===== src/rtl/alu_pkg.sv =====
// Shared definitions for the pipelined register-file/ALU execute core.
// Opcodes, default widths and immediate sign extension.
package alu_pkg;

  localparam int DATA_W_DEF = 8;
  localparam int NREGS_DEF  = 4;
  localparam int IMM_W_DEF  = 9;

  localparam logic [2:0] ALU_ADD   = 3'b000;
  localparam logic [2:0] ALU_SUB   = 3'b001;
  localparam logic [2:0] ALU_AND   = 3'b010;
  localparam logic [2:0] ALU_OR    = 3'b011;
  localparam logic [2:0] ALU_XOR   = 3'b100;
  localparam logic [2:0] ALU_SLT   = 3'b101;
  localparam logic [2:0] ALU_EQ    = 3'b110;
  localparam logic [2:0] ALU_PASSB = 3'b111;

  // Sign-extend the low w bits of v to 64 bits (1 <= w <= 64).
  function automatic logic [63:0] sext(
    input logic [63:0] v,
    input int unsigned w
  );
    logic [63:0] t;
    t = v << (64 - w);
    return $signed(t) >>> (64 - w);
  endfunction

endpackage


===== src/rtl/alu_regfile_pipe_alu_core.sv =====
// Combinational ALU: result, signed overflow and zero flag.
// Overflow is reported only for add, sub and eq.
module alu_core
  import alu_pkg::*;
#(
  parameter int DATA_W = DATA_W_DEF
) (
  input  logic [2:0]        i_op,
  input  logic [DATA_W-1:0] i_a,
  input  logic [DATA_W-1:0] i_b,
  output logic [DATA_W-1:0] o_res,
  output logic              o_ovf,
  output logic              o_zero
);

  localparam int M = DATA_W - 1;

  logic [DATA_W-1:0] w_sum;
  logic [DATA_W-1:0] w_diff;
  logic              w_add_v;
  logic              w_sub_v;
  logic              w_slt;

  assign w_sum  = i_a + i_b;
  assign w_diff = i_a - i_b;

  assign w_add_v = (i_a[M] == i_b[M]) &&
                   (w_sum[M] != i_a[M]);
  assign w_sub_v = (i_a[M] != i_b[M]) &&
                   (w_diff[M] != i_a[M]);

  assign w_slt = $signed(i_a) < $signed(i_b);

  always_comb begin
    o_res = '0;
    o_ovf = 1'b0;
    unique case (i_op)
      ALU_ADD: begin
        o_res = w_sum;
        o_ovf = w_add_v;
      end
      ALU_SUB: begin
        o_res = w_diff;
        o_ovf = w_sub_v;
      end
      ALU_AND: o_res = i_a & i_b;
      ALU_OR:  o_res = i_a | i_b;
      ALU_XOR: o_res = i_a ^ i_b;
      ALU_SLT: o_res = {{M{1'b0}}, w_slt};
      ALU_EQ: begin
        o_res = w_diff;
        o_ovf = w_sub_v;
      end
      ALU_PASSB: o_res = i_b;
    endcase
  end

  assign o_zero = (o_res == '0);

endmodule


===== src/rtl/alu_regfile_pipe.sv =====
// Two-stage execute core: ID operand read/forward, EX ALU + writeback.
// One write port shared by pipeline writeback and an external loader.
module alu_regfile_pipe
  import alu_pkg::*;
#(
  parameter  int DATA_W = DATA_W_DEF,
  parameter  int NREGS  = NREGS_DEF,
  parameter  int IMM_W  = IMM_W_DEF,
  localparam int ADDR_W = $clog2(NREGS)
) (
  input  logic              clk,
  input  logic              rst,
  input  logic              issue_valid,
  input  logic [ADDR_W-1:0] rd0_addr,
  input  logic [ADDR_W-1:0] rd1_addr,
  input  logic              alu_src0,
  input  logic              alu_src1,
  input  logic [IMM_W-1:0]  imm,
  input  logic [2:0]        alu_op,
  input  logic              wb_en,
  input  logic [ADDR_W-1:0] wb_addr,
  input  logic              ext_wr_valid,
  output logic              ext_wr_ready,
  input  logic [ADDR_W-1:0] ext_wr_addr,
  input  logic [DATA_W-1:0] ext_wr_data,
  output logic              res_valid,
  output logic [DATA_W-1:0] result,
  output logic              ovf,
  output logic              zero
);

  logic [DATA_W-1:0] r_regs [NREGS];

  logic              r_ex_valid;
  logic [2:0]        r_ex_op;
  logic [DATA_W-1:0] r_ex_a;
  logic [DATA_W-1:0] r_ex_b;
  logic              r_ex_wb_en;
  logic [ADDR_W-1:0] r_ex_wb_addr;

  logic              r_res_valid;
  logic [DATA_W-1:0] r_result;
  logic              r_ovf;
  logic              r_zero;

  logic              w_ex_wb;
  logic              w_ext_fire;
  logic [DATA_W-1:0] w_imm;
  logic [DATA_W-1:0] w_op_a;
  logic [DATA_W-1:0] w_op_b;
  logic [DATA_W-1:0] w_alu_res;
  logic              w_alu_ovf;
  logic              w_alu_zero;
  logic [63:0]       w_imm64;

  assign w_ex_wb      = r_ex_valid && r_ex_wb_en;
  assign ext_wr_ready = !w_ex_wb;
  assign w_ext_fire   = ext_wr_valid && ext_wr_ready;

  // Truncation covers IMM_W >= DATA_W.
  assign w_imm64 = sext(64'(imm), IMM_W);
  assign w_imm   = w_imm64[DATA_W-1:0];

  // EX result outranks loader data; both only when the mux selects a register.
  always_comb begin
    w_op_a = r_regs[rd0_addr];
    if (alu_src0)
      w_op_a = '0;
    else if (w_ex_wb && r_ex_wb_addr == rd0_addr)
      w_op_a = w_alu_res;
    else if (w_ext_fire && ext_wr_addr == rd0_addr)
      w_op_a = ext_wr_data;
  end

  always_comb begin
    w_op_b = r_regs[rd1_addr];
    if (alu_src1)
      w_op_b = w_imm;
    else if (w_ex_wb && r_ex_wb_addr == rd1_addr)
      w_op_b = w_alu_res;
    else if (w_ext_fire && ext_wr_addr == rd1_addr)
      w_op_b = ext_wr_data;
  end

  alu_core #(
    .DATA_W (DATA_W)
  ) u_alu (
    .i_op   (r_ex_op),
    .i_a    (r_ex_a),
    .i_b    (r_ex_b),
    .o_res  (w_alu_res),
    .o_ovf  (w_alu_ovf),
    .o_zero (w_alu_zero)
  );

  always_ff @(posedge clk) begin
    if (rst) begin
      r_ex_valid   <= 1'b0;
      r_ex_op      <= ALU_ADD;
      r_ex_a       <= '0;
      r_ex_b       <= '0;
      r_ex_wb_en   <= 1'b0;
      r_ex_wb_addr <= '0;
    end else begin
      r_ex_valid <= issue_valid;
      if (issue_valid) begin
        r_ex_op      <= alu_op;
        r_ex_a       <= w_op_a;
        r_ex_b       <= w_op_b;
        r_ex_wb_en   <= wb_en;
        r_ex_wb_addr <= wb_addr;
      end
    end
  end

  // Outputs hold their last values across bubbles.
  always_ff @(posedge clk) begin
    if (rst) begin
      r_res_valid <= 1'b0;
      r_result    <= '0;
      r_ovf       <= 1'b0;
      r_zero      <= 1'b0;
    end else begin
      r_res_valid <= r_ex_valid;
      if (r_ex_valid) begin
        r_result <= w_alu_res;
        r_ovf    <= w_alu_ovf;
        r_zero   <= w_alu_zero;
      end
    end
  end

  always_ff @(posedge clk) begin
    if (rst) begin
      for (int i = 0; i < NREGS; i++)
        r_regs[i] <= '0;
    end else if (w_ex_wb) begin
      r_regs[r_ex_wb_addr] <= w_alu_res;
    end else if (w_ext_fire) begin
      r_regs[ext_wr_addr] <= ext_wr_data;
    end
  end

  assign res_valid = r_res_valid;
  assign result    = r_result;
  assign ovf       = r_ovf;
  assign zero      = r_zero;

endmodule


===== config.mk =====
export PLATFORM = sky130hd
export DESIGN_NAME = alu_regfile_pipe
export DESIGN_NICKNAME = d
export VERILOG_FILES = /design/src/rtl/alu_pkg.sv /design/src/rtl/alu_regfile_pipe_alu_core.sv /design/src/rtl/alu_regfile_pipe.sv
export SDC_FILE = /design/constraint.sdc
export NUM_CORES = 1
export LEC_CHECK = 0
export BUFFER_PORTS_ARGS = -buffer_cell sky130_fd_sc_hd__buf_2
export CORE_ASPECT_RATIO = 0.5
export CORE_MARGIN = 4
export CORE_UTILIZATION = 60
export CTS_CLUSTER_SIZE = 28
export DETAILED_ROUTE_END_ITERATION = 16
export PLACE_DENSITY = 0.81
export REMOVE_ABC_BUFFERS = 1
export SLEW_MARGIN = 20
export SYNTH_ARGS = -nofsm -noshare
export SYNTH_HDL_FRONTEND = slang
export SYNTH_SLANG_ARGS = --single-unit

===== constraint.sdc =====
create_clock -name clk -period 4.4 [get_ports clk]
set_clock_uncertainty 0.2 [all_clocks]
set_input_delay 0.66 -clock clk [delete_from_list [all_inputs] [get_ports clk]]
set_output_delay 0.66 -clock clk [all_outputs]
set_load 0.01 [all_outputs]

---- After elaboration in Yosys (flattened, before gate mapping) ----
Memories as Yosys holds them, arrays and structs flattened.
Index checks and enable logic that the tools add are counted.
W data, S select, Z words.
word-level totals
  bits in registers ....................... 34
  latch bits .............................. 0
  RAM bits ................................ 32
  ROM bits ................................ 0
  input bits .............................. 35
  output and inout port bits .............. 12
  word-level logic and storage cells ...... 69
  memories kept ........................... 1
memory list
  memory  words  width  rd ports  clocked after memory_dff  wr ports  RTL line                text
  r_regs  4      8      2         0                         4         alu_regfile_pipe.sv:32  logic [DATA_W-1:0] r_regs [NREGS];
operators by class
  add/subtract/negate cells ............... 2
  $mul .................................... 0
  div/mod/pow operators ................... 0
  order comparisons ....................... 1
  eq/ne operators ......................... 15
  shift operators ......................... 0
  multiplexer cells ....................... 23
  bitwise operators ....................... 3
  reductions and logical operators ........ 14
operators by type and width
  cell                  number
  $mux W8               8
  $pmux W8 S7           1
  $reduce_or A8 Y1      2
  $eq A3 B3 Y1 const B  4
  $mux W1               11
  $add A8 B8 Y8         1
  $and A8 B8 Y8         1
  $eq A2 B2 Y1          4
  $logic_and A1 B1 Y1   8
  $logic_not A8 Y1      1
  $lt A8 B8 Y1          1
  $or A8 B8 Y8          1
  $sub A8 B8 Y8         1
  $xor A8 B8 Y8         1
  $eq A3 B2 Y1 const B  2
  $mux W2               2
  $eq A3 B1 Y1 const B  1
  $logic_not A3 Y1      1
  $ne A1 B1 Y1          3
  $pmux W1 S2           1
  $reduce_or A2 Y1      1
  $eq A1 B1 Y1          1
  $logic_not A1 Y1      1

---- Longest topological paths before layout ----
Gate-level depths: netlist of run 1.
  word-level depth ........................ 9
  gate-level depth with buffers ........... 10
  gate-level depth less buffers ........... 10

---- By module ----
Synthesis of run 1 repeated with hierarchy kept, for this count alone.
unflattened totals
  cells, all modules ...................... 502
  area, all modules ....................... 4665.7 um^2
by module, submodules not included
  module            times used  cells an instance  area each (um^2)  sequential area each (um^2)
  alu_regfile_pipe  1           307                3315.7            1641.6
  alu_core          1           195                1350.0            0.0

---- Worst setup path after synthesis of run 1 ----
No wires, ideal clock.
  path kind ............................... reg2reg
  start ................................... register r_ex_a[0]
  end ..................................... memory r_regs[0][0] in the netlist's numbering, data pin
  setup time .............................. 0.265 ns
  data arrival time ....................... 2.330 ns
  required time ........................... 3.935 ns
  path slack .............................. 1.604 ns
  stages on the path, launching flop included .. 11
  path buffers ............................ 0
  period minus slack after synthesis ...... 2.796 ns
  path through ............................ dfxtp_1 > inv_1 > ha_1 > fa_1 > o21bai_1 > a21oi_1 > o31a_1 > o2111a_1 > a311o_1 > a22oi_1 > nor2_1
RTL lines
  what                      RTL line                 text
  start: declaration        alu_regfile_pipe.sv:36   logic [DATA_W-1:0] r_ex_a;
  start signal: assignment  alu_regfile_pipe.sv:108  r_ex_a <= w_op_a;
  end: declaration          alu_regfile_pipe.sv:32

==> results of run 1 <==
==> critical path, stage by stage, from the launching register on <==
cell       delay [ns]
dfxtp_1          0.41
inv_1            0.14
ha_1             0.36
a211oi_1         0.36
o21ai_1          0.22
a41oi_2          0.30
mux2i_1          0.13
nor4_2           0.63
a2bb2oi_2        0.27
nor2_1           0.08
==> cells by family after synthesis <==
group	after synthesis	share of synthesized area
mux	46	0.147
fa+ha+maj	26	0.0741
flops	66	0.357
simple gates	157	0.165
xor+xnor	11	0.0210
buf+inv	60	0.0547
compound gates	115	0.181
==> final timing paths <==
| path | endpoint | slack (ns) | start | cells after the start |
|---|---|---|---|---|
| min | result[3]$_SDFFE_PP0P_ | 0.29 | result[3]$_SDFFE_PP0P_ | 2 |
| max reg2reg | r_regs[1][7]$_SDFFCE_PN0P_ | 1.04 | r_ex_a[1]$_SDFFE_PP0P_ | 9 |
| max | r_regs[1][7]$_SDFFCE_PN0P_ | 1.04 | r_ex_a[1]$_SDFFE_PP0P_ | 9 |
| min reg2reg | result[3]$_SDFFE_PP0P_ | 0.29 | result[3]$_SDFFE_PP0P_ | 2 |
==> routing by layer <==
layer | track usage | share of wire
met5 | 0 | 0
met4 | 0.0617 | 0.0098
met3 | 0.0525 | 0.069
met2 | 0.402 | 0.47
met1 | 0.347 | 0.45
==> synthesized netlist by cell type (3+ instances only) <==
cell type	instances	share of area
nor2_1	65	0.053
dfxtp_1	34	0.15
edfxtp_1	32	0.21
inv_1	32	0.026
nand2_1	29	0.024
mux2i_1	26	0.057
a21oi_1	24	0.026
ha_1	24	0.065
o21ai_0	18	0.020
mux4_2	17	0.083
clkbuf_1	14	0.011
nand2b_1	14	0.019
nor2b_1	13	0.018
xnor2_1	9	0.017
nor3_1	8	0.0087
a211oi_1	7	0.011
a22oi_1	7	0.011
a311oi_1	7	0.013
buf_2	7	0.0076
o22ai_1	6	0.0082
a211o_1	4	0.0076
buf_4	4	0.0065
nand3b_1	4	0.0065
o211ai_1	4	0.0065
o311ai_0	4	0.0076
o31ai_1	4	0.0065
a21o_1	3	0.0049
mux2_2	3	0.0074
nand3_1	3	0.0033
nand4_1	3	0.0041
nor4_1	3	0.0041
==> per-stage QoR <==
step	cells	setup WS, ns
after floorplan	453	1.60
after global placement	595	1.21
after detailed placement	595	1.15
after CTS	611	1.09
after global routing	611	0.803
final	611	1.04
==> state kept, by name (all words and copies together), names as in the netlist <==
signal        flops
r_regs           32
r_ex_a            8
r_ex_b            8
result            8
r_ex_op           3
r_ex_wb_addr      2
ovf               1
r_ex_valid        1
r_ex_wb_en        1
res_valid         1
zero              1
==> power groups by stage <==
stage	combinational, mW	clock [mW]	sequential (mW)
6_report	0.377	0.703	0.719
5_1_grt	0.411	0.738	0.724
4_1_cts	0.370	0.709	0.718
3_5_place_dp	0.366	0	0.730
3_3_place_gp	0.360	0	0.726
2_1_floorplan	0.250	0	0.723
==> area by class of cell <==
type                    instances  area (um^2)
multi-input cells             355         2700
fillers                       550         2270
flip-flops and latches         66         1640
repair buffers                 46          233
clock buffers                   9          225
inverters                      32          120
well taps                      96          120
clock inverters                 7         70.1
==> flow_summary.toml, run 1 <==
[run_status]
status = "complete, no violations"

[cts]
numCtsBuffers = 9
cts_hold_buf = 0
htreeDepth = 3
cts_tree = "built"
cts_root_buffer = "clkbuf_16"
clock_latency_ns = 0.33
postCtsSetupBuffers = 0
clock_path_buffers = 2
clock_sinks = 66
ctsResizeCount = 0
clk_pin_slew_ns = 0.05

[grt]
overflow = 0
grt_antenna_before_repair = 0
grt_max_degree = 41
grt_pass1_wl_um = 18200
gr-usage-all-layers = 0.249
grt_pass1_vias = 3526

[critical_path]
endpoint_kind = "flip-flop"
path_class = "flip-flop to flip-flop"
path_max_fanout = 5
arrival_ns = 3.22
required_ns = 4.27
startpoint_type = "flip-flop"

[synthesis]
yosysSeqAreaShare = 0.357
synth.avg_cell_area_um2 = 9.55
mappedNetlistArea_um2 = 4590
synthCells = 481
async_flop_share = 0
synth-edff-count = 32
yosys.cell_types.count = 66
ys.flop_type = "dfxtp_1"
yosysWarningCount = 0
ys_seq_elements = 66

[placement]
dp.final_hpwl_um = 8000
port_buffers = 45
gp_congestion = 0.901
place_area_um2 = 4820

[timing]
relSlewSlack = 0.438
tns_ns = 0
fmax_mhz = 298
finalSetupViolCount = 0
rsz0062_at_grt = "no"
fin_crit_sh = 0.763
tightest_slew_ns = 0.842
final_max_slew_viol_count = 0
period_needed_ns = 3.36
hold_violations = 0
holdWs_ns = 0.286

[routing]
routed_wl_um = 11500
via_per_inst = 6.22
via_count = 3802
drc = 0
first_pass_iters = 5
wl_per_cell_um = 18.7
ant_nets = 0
drt_iter0_drc = 354

[power]
p_seq_frac = 0.400
peakVddDrop_mv = 0.358
power.switching_mw = 0.524
leakage_nw = 2.11
switching_share = 0.291
p_comb_frac = 0.210
p_per_area_nw_per_um2 = 352
p_int_mw = 1.28
finalPower_mw = 1.80
clkPwrFrac = 0.391

[floorplan]
ios = 47
rows = 22
chipHeight_um = 69.9
core_um2 = 7380
chipWidth_um = 132
die_area_um2 = 9210
start_util = 0.623

[layout]
drive_above_1_share = 0.179
layout_commonest_cell = "nor2_1"
fin_nets = 571
area_delta_synth_final_pct = 11.2
layout_common_cells = "nor2_1, buf_2, dfxtp_1, inv_1, edfxtp_1"
fin_util = 0.693
design_area_um2 = 5110
diodes = 0

[flow_run]
maxCapViolCount = 0

[hold_path]
hold_class = "flip-flop to flip-flop"
(Power assumes the default switching activity.)
==> inputs of run 2 (changes only) <==
CORE_UTILIZATION = 54   (was 60)
PLACE_DENSITY = 0.77   (was 0.81)
clock period = 2.8 ns   (was 4.4 ns; I/O delays follow)
==> run 2 against run 1 <==
  * The flow now finishes with violations (negative setup slack)
  * Maximum frequency up 18%
  * Critical path depth grew 2
  * Largest power group is now clock
  * Cell count grew 14%
  * Register-to-register slack got worse by 1.1 ns
  * Cell area rose by 15%
==> flow_summary.toml, run 2 (synthesis results as in run 1) <==
[floorplan]
core_um2 = 8140
ios = 47
die_area_um2 = 10100
chipWidth_um = 138
rows = 23
chipHeight_um = 73.2
start_util = 0.564

[cts]
cts_root_buffer = "clkbuf_16"
clk_pin_slew_ns = 0.06
clock_sinks = 66
numCtsBuffers = 9
cts_tree = "built"
clock_latency_ns = 0.33
clock_path_buffers = 2
cts_hold_buf = 0
htreeDepth = 3

[power]
finalPower_mw = 3.19
peakVddDrop_mv = 0.439
p_per_area_nw_per_um2 = 545
leakage_nw = 2.50

[layout]
largest_register = "r_regs"
layout_commonest_cell = "buf_4"
fin_nets = 640
area_delta_synth_final_pct = 27.5
drive_above_1_share = 0.327
layout_common_cells = "buf_4, nor2_1, buf_2, edfxtp_1, inv_1"
fillers = 587
diodes = 0
largest_register_ffs = 32

[timing]
period_needed_ns = 2.85
fin_crit_sh = 1.02
fmax_mhz = 351
setup_ws_ns = -0.0499
relSlewSlack = 0.536
hold_violations = 0
finalSetupViolCount = 8
tightest_slew_ns = 0.694
rsz0062_at_grt = "yes"
final_max_slew_viol_count = 0

[critical_path]
path_max_fanout = 4
arrival_ns = 2.74
startpoint_type = "flip-flop"
endpoint_kind = "flip-flop"
timing.critical_path.from = "r_ex_a[0]$_SDFFE_PP0P_"
reg2reg_from = "r_ex_a[0]$_SDFFE_PP0P_"
required_ns = 2.69
r2r_end = "r_regs[1][0]$_SDFFCE_PN0P_"
ff2ff_path_depth = 11
path_class = "flip-flop to flip-flop"
reg2reg_slack_ns = -0.05

[run_status]
status = "finished with violations"
violations = "negative setup slack"

[grt]
grt_pass1_wl_um = 20600
grt_max_degree = 36
grt_pass1_vias = 3987
grt_antenna_before_repair = 0
overflow = 0
gr-usage-all-layers = 0.259

[hold_path]
hold_depth = 3
min_from = "alu_op[1]"
holdPathEnd = "r_ex_op[1]$_SDFFE_PP0P_"
hold_class = "primary input to flip-flop"

[routing]
ant_nets = 0
routed_wl_um = 13200
via_count = 4193
first_pass_iters = 7
wl_per_cell_um = 18.9
drt_iter0_drc = 426
drc = 0
via_per_inst = 6.02

[placement]
pre_cts_ws_ns = -0.165
gp_congestion = 0.882
port_buffers = 45
dp.final_hpwl_um = 9180

[flow_run]
maxCapViolCount = 0
==> run 2: cell count changes in the layout (fill, tap and decap cells not counted), moves of 4 or more <==
| cell | change |
|---|---|
| a21oi_1 | -4 |
| a21oi_2 | +4 |
| buf_4 | +69 |
| clkinvlp_4 | -4 |
| dfxtp_1 | -6 |
| dfxtp_2 | +5 |
| ha_1 | -6 |
==> run 2: layout make-up <==
type / count / area, um^2 / share of cell area
Tap cell: 112 / 140 / 0.0239
Clock inverter: 6 / 106 / 0.0182
Clock buffer: 10 / 229 / 0.0391
Multi-Input combinational cell: 355 / 2860 / 0.488
Timing Repair Buffer: 115 / 751 / 0.128
Sequential cell: 66 / 1650 / 0.282
Inverter: 32 / 120 / 0.0205
==> run 2: metal layers <==
metal | track usage | share of wire | vias up
met2 | 0.428 | 0.48 | 182
li1 | - | - | 1970
met1 | 0.343 | 0.42 | 2017
met3 | 0.0543 | 0.074 | 24
met4 | 0.0964 | 0.023 | 0
met5 | 0 | 0 | -
==> run 2: worst max-delay path by stage <==
| stage | end | slack (ns) | cells after the start |
|---|---|---|---|
| 2_1_floorplan | r_regs[0][0]$_SDFFCE_PN0P_ | 0.003 | 10 |
| 3_3_place_gp | r_regs[0][0]$_SDFFCE_PN0P_ | -0.09 | 11 |
| 3_5_place_dp | r_regs[1][0]$_SDFFCE_PN0P_ | -0.17 | 11 |
| 4_1_cts | r_regs[2][0]$_SDFFCE_PN0P_ | -0.08 | 11 |
| 5_1_grt | r_regs[1][0]$_SDFFCE_PN0P_ | -0.16 | 11 |
| 6_report | r_regs[1][0]$_SDFFCE_PN0P_ | -0.05 | 11 |
==> run 2: repair_timing <==
item | 4_1_cts | 5_1_grt
pin swaps | 7 | 13
endpoints found under the setup margin | 31 | 40
resized for setup | 8 | 36
setup buffers | 0 | 5
==> run 2: per-stage QoR <==
stage                     utilization  hold slack [ns]  area [um^2]  TNS (ns)  std cells
final                           0.719            0.129         5860    -0.206        696
after global routing            0.719            0.142         5860     -2.28        696
after CTS                       0.697            0.122         5680    -0.730        691
after detailed placement        0.653            0.262         5320     -2.50        675
after global placement          0.653            0.249         5320     -1.05        675
after floorplan                     -            0.261         4460         0        453
==> run 2: power by group <==
group	switching [mW]	total [mW]	internal [mW]	leakage (nW)
Sequential	0.0475	1.12	1.07	0.615
Clock	0.405	1.27	0.865	0.162
Combinational	0.423	0.800	0.377	1.72
Total	0.875	3.19	2.32	2.50
==> run 2: critical path, cell delays in order (launching register included) <==
cell      delay, ns
dfxtp_2        0.33
inv_2          0.05
ha_4           0.16
fa_2           0.34
o21bai_1       0.19
a21oi_2        0.09
o31a_1         0.30
o2111a_1       0.23
a311o_1        0.34
a22oi_1        0.16
buf_4          0.16
nor2_1         0.05
